**src/rtl/if_id_pkg.sv**
```systemverilog
// Shared types and constants for the IF->ID boundary stage.
package if_id_pkg;

    typedef enum logic [1:0] {
        EMPTY = 2'd0,
        ONE   = 2'd1,
        TWO   = 2'd2
    } state_e;

    localparam logic [31:0] NOP_INS_DEFAULT = 32'h0000_0000;

endpackage

```
**src/rtl/sat_counter.sv**
```systemverilog
// Saturating up-counter with synchronous clear; holds at all-ones instead of wrapping.
module sat_counter #(
    parameter int CNT_W = 16
) (
    input  logic             clk,
    input  logic             clear,
    input  logic             inc,
    output logic [CNT_W-1:0] count
);

    logic [CNT_W-1:0] count_q;
    logic [CNT_W-1:0] count_d;

    always_comb begin
        count_d = count_q;
        if (inc && (count_q != {CNT_W{1'b1}})) begin
            count_d = count_q + 1'b1;
        end
    end

    always_ff @(posedge clk) begin
        if (clear) begin
            count_q <= '0;
        end else begin
            count_q <= count_d;
        end
    end

    assign count = count_q;

endmodule

```
**src/rtl/if_id_skid_stage.sv**
```systemverilog
// IF->ID pipeline register with valid/ready handshake, optional 2-entry skid,
// flush-to-bubble and a saturating count of bubble cycles.
module if_id_skid_stage
    import if_id_pkg::*;
#(
    parameter int               PC_W     = 32,
    parameter int               INS_W    = 32,
    parameter bit               SKID_EN  = 1'b1,
    parameter logic [INS_W-1:0] NOP_INS  = INS_W'(NOP_INS_DEFAULT),
    parameter logic [PC_W-1:0]  RESET_PC = '0,
    parameter int               CNT_W    = 16
) (
    input  logic             clk,
    input  logic             rst,
    input  logic             flush,
    input  logic             in_valid,
    output logic             in_ready,
    input  logic [PC_W-1:0]  in_pc,
    input  logic [INS_W-1:0] in_ins,
    output logic             out_valid,
    input  logic             out_ready,
    output logic [PC_W-1:0]  out_pc,
    output logic [INS_W-1:0] out_ins,
    output logic [1:0]       occupancy,
    output logic [CNT_W-1:0] bubble_cnt
);

    typedef struct packed {
        logic [PC_W-1:0]  pc;
        logic [INS_W-1:0] ins;
    } entry_t;

    localparam entry_t BUBBLE = '{pc: RESET_PC, ins: NOP_INS};

    state_e state_q, state_d;
    entry_t main_q, main_d;
    entry_t skid_q, skid_d;
    logic   in_ready_q;
    logic   in_xfer;
    logic   out_xfer;
    entry_t in_entry;

    assign in_entry  = '{pc: in_pc, ins: in_ins};
    assign out_valid = (state_q != EMPTY);
    // Skid mode breaks the out_ready -> in_ready path with a registered ready.
    assign in_ready  = SKID_EN ? in_ready_q : (!out_valid || out_ready);
    assign in_xfer   = in_valid && in_ready;
    assign out_xfer  = out_valid && out_ready;

    always_comb begin
        state_d = state_q;
        main_d  = main_q;
        skid_d  = skid_q;
        if (flush) begin
            state_d = EMPTY;
            main_d  = BUBBLE;
            skid_d  = BUBBLE;
        end else begin
            case (state_q)
                EMPTY: begin
                    if (in_xfer) begin
                        main_d  = in_entry;
                        state_d = ONE;
                    end
                end
                ONE: begin
                    if (in_xfer && out_xfer) begin
                        main_d = in_entry;
                    end else if (in_xfer) begin
                        skid_d  = in_entry;
                        state_d = TWO;
                    end else if (out_xfer) begin
                        state_d = EMPTY;
                    end
                end
                TWO: begin
                    if (out_xfer) begin
                        main_d  = skid_q;
                        state_d = ONE;
                    end
                end
                default: state_d = EMPTY;
            endcase
        end
    end

    always_ff @(posedge clk) begin
        if (rst) begin
            state_q    <= EMPTY;
            main_q     <= BUBBLE;
            skid_q     <= BUBBLE;
            in_ready_q <= 1'b1;
        end else begin
            state_q    <= state_d;
            main_q     <= main_d;
            skid_q     <= skid_d;
            in_ready_q <= (state_d != TWO);
        end
    end

    assign out_pc    = out_valid ? main_q.pc  : RESET_PC;
    assign out_ins   = out_valid ? main_q.ins : NOP_INS;
    assign occupancy = state_q;

    sat_counter #(
        .CNT_W(CNT_W)
    ) u_bubble_cnt (
        .clk  (clk),
        .clear(rst),
        .inc  (!out_valid),
        .count(bubble_cnt)
    );

endmodule

```
**config.mk**
```make
export PLATFORM = sky130hd
export DESIGN_NAME = if_id_skid_stage
export DESIGN_NICKNAME = d
export VERILOG_FILES = /design/src/rtl/if_id_pkg.sv /design/src/rtl/sat_counter.sv /design/src/rtl/if_id_skid_stage.sv
export SDC_FILE = /design/constraint.sdc
export NUM_CORES = 1
export LEC_CHECK = 0
export CAP_MARGIN = 20
export CELL_PAD_IN_SITES_DETAIL_PLACEMENT = 1
export CELL_PAD_IN_SITES_GLOBAL_PLACEMENT = 1
export CORE_MARGIN = 5
export CORE_UTILIZATION = 40
export CTS_CLUSTER_SIZE = 20
export DETAILED_ROUTE_END_ITERATION = 16
export PLACE_DENSITY = 0.88
export SYNTH_ARGS = -nofsm -noshare
export SYNTH_HDL_FRONTEND = slang
export SYNTH_HIERARCHICAL = 1
export SYNTH_SLANG_ARGS = --single-unit
```
**constraint.sdc**
```tcl
create_clock -name clk -period 3 [get_ports clk]
set_input_delay 0.3 -clock clk [delete_from_list [all_inputs] [get_ports clk]]
set_output_delay 0.3 -clock clk [all_outputs]
set_load 0.005 [all_outputs]
```
==> results of run 1 <==
[cell type report]
| cell class | instances | share of cell area |
|---|---|---|
| Sequential cell | 147 | 0.335 |
| Timing Repair Buffer | 165 | 0.190 |
| Multi-Input combinational cell | 542 | 0.369 |
| Clock inverter | 10 | 0.0205 |
| Tap cell | 220 | 0.0313 |
| Inverter | 5 | 0.00214 |
| Clock buffer | 21 | 0.0524 |
[registers in the layout, summed over array words and instances (netlist names)]
register,flops
main_q,64
skid_q,64
u_bubble_cnt/count,16
occupancy,2
in_ready,1
[worst register-to-register path, stage by stage, from the launching register on]
cell	delay (ps)
dfxtp_1	450
or2_2	490
inv_1	210
nand2_1	260
nor4bb_1	390
mux2_2	370
[power by group]
| group | internal (mW) | leakage (nW) | switching, mW |
|---|---|---|---|
| logic | 0.188 | 1.96 | 0.205 |
| registers | 2.00 | 1.19 | 0.0339 |
| clock network | 1.51 | 0.309 | 0.808 |
[per-layer routing]
metal	up-vias	part of all wire	GRT usage
li1	2861	-	-
met1	2895	0.45	0.245
met2	125	0.49	0.352
met3	19	0.048	0.0535
met4	0	0.011	0.0593
met5	-	0	0
[path summary, 6_finish.rpt]
check	cells after the start	to	slack, ps	start
worst max-delay path	4	out_pc[14]	310	occupancy[1]$_SDFF_PP0_
worst min-delay path	2	skid_q[54]$_SDFFE_PP0P_	450	skid_q[54]$_SDFFE_PP0P_
worst min register to register	2	skid_q[54]$_SDFFE_PP0P_	450	skid_q[54]$_SDFFE_PP0P_
worst max register to register	5	u_bubble_cnt/count[11]$_SDFFE_PP0P_	720	occupancy[1]$_SDFF_PP0_
[per-stage QoR]
step                      hold slack [ps]   util
after floorplan                       414      -
after global placement                440  0.498
after detailed placement              448  0.498
after CTS                             452  0.538
after global routing                  461  0.538
final                                 452  0.538
[cells in the final DEF (no fill, tap or decap), types with 3 or more instances in the layout]
master / count
a21oi_1: 128
a21oi_2: 10
and2_1: 64
and4_1: 3
buf_12: 4
buf_4: 9
bufinv_16: 5
clkbuf_16: 17
clkdlybuf4s50_1: 152
clkinv_2: 3
dfxtp_1: 147
inv_1: 5
mux2i_1: 66
nand2_1: 115
nand2_2: 22
nand3_1: 6
nand4_1: 3
nor2_1: 7
nor3_1: 4
o21ai_0: 12
o21ai_1: 56
o31ai_1: 6
or3_1: 3
or4_1: 7
[logic make-up after synthesis]
group                      count (synthesis)
xor gates and xnor gates                   2
muxes                                     67
AOI/OAI and AO/OA                        219
buffers and inverters                     64
DFF                                      147
and+or+nand+nor                          253
adders and majority gates                  1
==> impl_metrics.toml, run 1 <==
[critical_path]
cp-start-kind = "flop"
cp_cell_sequence = "or2_2 > buf_4 > and2_1 > clkdlybuf4s50_1"
crit_arrival_ps = 2390
path_buf_inv = 2
critical-path-max-stage-delay_ps = 620
critical_path_required_ps = 2700
endpoint_kind = "primary output"
cp_top_family = "buffers and inverters"
critPathKind = "flop to primary output"
crit_slowest_cell = "dfxtp_1"
crit_fanout = 22

[clock_network]
cts_buffers = 17
cts_tree = "yes"
cts-resized-gates = 0
ctsHoldBuffers = 0
path_clk_slew_ps = 60
clock_latency_ps = 420
h-tree-depth = 4
clockBufferDepth = 2
clock-root-buffer = "clkbuf_16"
post_cts_buffers = 0
cts_sinks = 147

[sta]
rsz0062_at_grt = "false"
max_freq_ghz = 0.371
fin_worst_skew_ps = 12.1
period_share = 0.898
setup_tns_ps = 0
finalSetupViolCount = 0
finalHoldViolCount = 0
period_minus_slack_ps = 2690
slew_violations = 0
worst_slack_ps = 306
tightest_slew_ps = 785
slew_headroom = 0.477

[final_layout]
nets = 948
design_area_um2 = 8790
drive_gt1_frac = 0.0966
fillerInstances = 1921
multi_input_area_um2 = 3240
finalNonFillerCells = 1110
antennaDiodeCount = 0
area_delta_synth_final_pct = 33.4
seq_area_um2 = 2940

[logic_synthesis]
synthTopCellsByCount = "147 x dfxtp_1, 128 x a21oi_1, 115 x nand2_1, 66 x mux2i_1, 64 x and2_1"
synth_largest_area_cell = "dfxtp_1"
synth_edf_count = 0
synth_compound_area_frac = 0.180
yosysMostFrequentCell = "dfxtp_1"
ys_async_sr_fraction = 0
synth_top_family_by_area = "simple AND/OR/NAND/NOR gates"
synthTopCellsByArea = "dfxtp_1 45%, mux2i_1 10%, a21oi_1 9.7%"
ys_seq_area_frac = 0.447
synth_simple_gate_area_share = 0.203
syn_inst = 753
synth_top_flop_cell = "dfxtp_1"
avgSynthCellArea_um2 = 8.75
synth_xor_area_frac = 0.00266
yosys.area_share.adder = 0.00190
synth.distinct_cells = 46
synth_nets = 823
ys_warn_count = 6
syn_area_um2 = 6590
synth_mux_area_frac = 0.102
ys_seq_elements = 147
yosys.area.top_type_share = 0.447

[grt]
antenna_found_initial = 0
grt-ovfl-total = 0
grt_pass1_vias = 6273
grt_start_max_net_pins = 91
grt_pass1_wl_um = 31800
grt_use_total = 0.202

[route]
via_count = 5900
viasPerCell = 5.32
routedWlPerCell_um = 17.6
drt-pass1-iter-count = 4
ant_nets = 0
initialDrtViolationCount = 265
wl_um = 19500
drc = 0

[place]
portBuffers = 152
pre_cts_ws_ps = 713
place_area_um2 = 8150
place_congestion = 0.769
post-dp-hpwl_um = 12900
dp.cells = 1079

[run]
max_cap_viol_count = 0

[hold_path]
holdCritPathClass = "flop to flop"

[outcome]
outcome = "completed"

[floorplan]
die_x_um = 138
core_um2 = 16300
start_util = 0.403
rows = 47
dieArea_um2 = 19100
fp.dieH_um = 138
ios = 153

[power]
p_total_mw = 4.75
power_density_nw_per_um2 = 541
ir_worst_vdd_v = 0.000377
leakage_nw = 3.46
Power figures use the tool's default switching activity.
==> run 2, diff against run 1 <==
CORE_UTILIZATION = 30   (was 40)
PLACE_DENSITY = 0.7   (was 0.88)
==> run 2 against run 1 <==
Against the previous run:
- utilization down 13 points
- largest power group unchanged
- first-iteration DRC count fell by 21%
- highest routed layer unchanged
- clock power barely moved
- count of clock-buffer cells in the layout fell by 4
- via count down 3.0%
- cell area up 0.85%
==> impl_metrics.toml, run 2 (synthesis results as in run 1) <==
[clock_network]
cts_sinks = 147
clock-root-buffer = "clkbuf_16"
path_clk_slew_ps = 60
ctsHoldBuffers = 0
cts_buffers = 17
clock_latency_ps = 410
h-tree-depth = 4
clockBufferDepth = 2
cts_tree = "yes"

[power]
leakage_nw = 3.46
power_density_nw_per_um2 = 532
ir_worst_vdd_v = 0.000326

[grt]
grt-ovfl-total = 0
grt_pass1_wl_um = 30600
grt_use_total = 0.153
antenna_found_initial = 0
grt_start_max_net_pins = 91
grt_pass1_vias = 5856

[sta]
period_minus_slack_ps = 2700
fin_worst_skew_ps = 7.69
rsz0062_at_grt = "false"
slew_headroom = 0.454
max_freq_ghz = 0.371
tightest_slew_ps = 819
finalSetupViolCount = 0
setup_tns_ps = 0
finalHoldViolCount = 0
period_share = 0.898
slew_violations = 0

[hold_path]
holdCritPathClass = "flop to flop"
hold_depth = 2

[final_layout]
nets = 949
mostFrequentLayoutCells = "152 x clkdlybuf4s50_1, 147 x dfxtp_1, 128 x a21oi_1, 115 x nand2_1, 66 x mux2i_1"
mostFrequentLayoutCell = "clkdlybuf4s50_1"
drive_gt1_frac = 0.101
finalNonFillerCells = 1172
area_delta_synth_final_pct = 34.6
antennaDiodeCount = 0

[floorplan]
ios = 153
core_um2 = 21700
start_util = 0.304
fp.dieH_um = 158
dieArea_um2 = 25000
die_x_um = 158
rows = 54

[route]
wl_um = 19200
via_count = 5725
drt-pass1-iter-count = 4
drc = 0
initialDrtViolationCount = 210
routedWlPerCell_um = 16.4
ant_nets = 0
viasPerCell = 4.88

[critical_path]
critical_path_required_ps = 2700
cp-start-kind = "flop"
rr_worst_depth = 5
crit_arrival_ps = 2400
endpoint_kind = "primary output"
critPathKind = "flop to primary output"
crit_fanout = 27

[place]
post-dp-hpwl_um = 12400
dp.cells = 1140
portBuffers = 152
place_congestion = 0.739

[run]
max_cap_viol_count = 0

[outcome]
outcome = "completed"
## run 2: cell count changes in the layout (fill, tap and decap cells not counted), sizes merged
cell | previous run | this run
clkbuf | 21 | 17
bufinv | 5 | 4
inv | 5 | 8
buf | 13 | 14
clkinv | 3 | 5
clkinvlp | 2 | 3
## run 2: per-stage QoR
| stage | power, mW | util | setup WS, ps | hold WS [ps] | cell area (um2) |
|---|---|---|---|---|---|
| 6_report | 4.71 | 0.409 | 305 | 453 | 8860 |
| 5_1_grt | 4.91 | 0.409 | 121 | 460 | 8860 |
| 4_1_cts | 4.79 | 0.409 | 114 | 449 | 8860 |
| 3_5_place_dp | 2.47 | 0.379 | 587 | 446 | 8230 |
| 3_3_place_gp | 2.47 | 0.379 | 692 | 441 | 8230 |
| 2_1_floorplan | 2.27 | - | 1050 | 414 | 6590 |
## run 2: cell type report
class	count	area [um2]
fillers	2474	12800
multi-input cells	542	3240
flip-flops and latches	147	2940
repair buffers	166	1680
clock buffers	17	425
well taps	280	350
clock inverters	15	205
inverters	5	18.8
## run 2: worst max-delay path, cell delays in order (launching register included)
cell	delay, ps
dfxtp_1	650
or2_4	350
buf_4	290
and2_1	170
clkdlybuf4s50_1	510
## run 2: path summary, 6_finish.rpt
check                                                      endpoint  slack (ps)               startpoint
worst min-delay path                        skid_q[26]$_SDFFE_PP0P_         450  skid_q[26]$_SDFFE_PP0P_
worst max register to register  u_bubble_cnt/count[11]$_SDFFE_PP0P_         780  occupancy[1]$_SDFF_PP0_
worst max-delay path                                     out_pc[10]         300  occupancy[1]$_SDFF_PP0_
worst min register to register              skid_q[26]$_SDFFE_PP0P_         450  skid_q[26]$_SDFFE_PP0P_
## run 2: metal layers
layer | GRT usage | vias to the layer above | wire length, um
li1 | - | 2851 | -
met1 | 0.202 | 2752 | 9090
met2 | 0.250 | 109 | 8910
met3 | 0.0350 | 13 | 974
met4 | 0.0451 | 0 | 217
met5 | 0 | - | 0
## run 2: repair_timing
item | CTS | global route
endpoints found under the setup margin | 0 | 1
buffers inserted | 0 | 0
gates resized for setup | 0 | 1
## run 2: power breakdown
| group | total (mW) | leakage (nW) | switching, mW | internal [mW] |
|---|---|---|---|---|
| Combinational | 0.390 | 1.96 | 0.202 | 0.188 |
| Sequential | 2.04 | 1.19 | 0.0324 | 2.00 |
| Clock | 2.29 | 0.300 | 0.885 | 1.40 |
==> run 3, diff against run 2 <==
SKIP_CTS_REPAIR_TIMING = 1   (was not set)
==> results of run 3 <==
Final layout, timing and power as in run 2 (identical DEF).
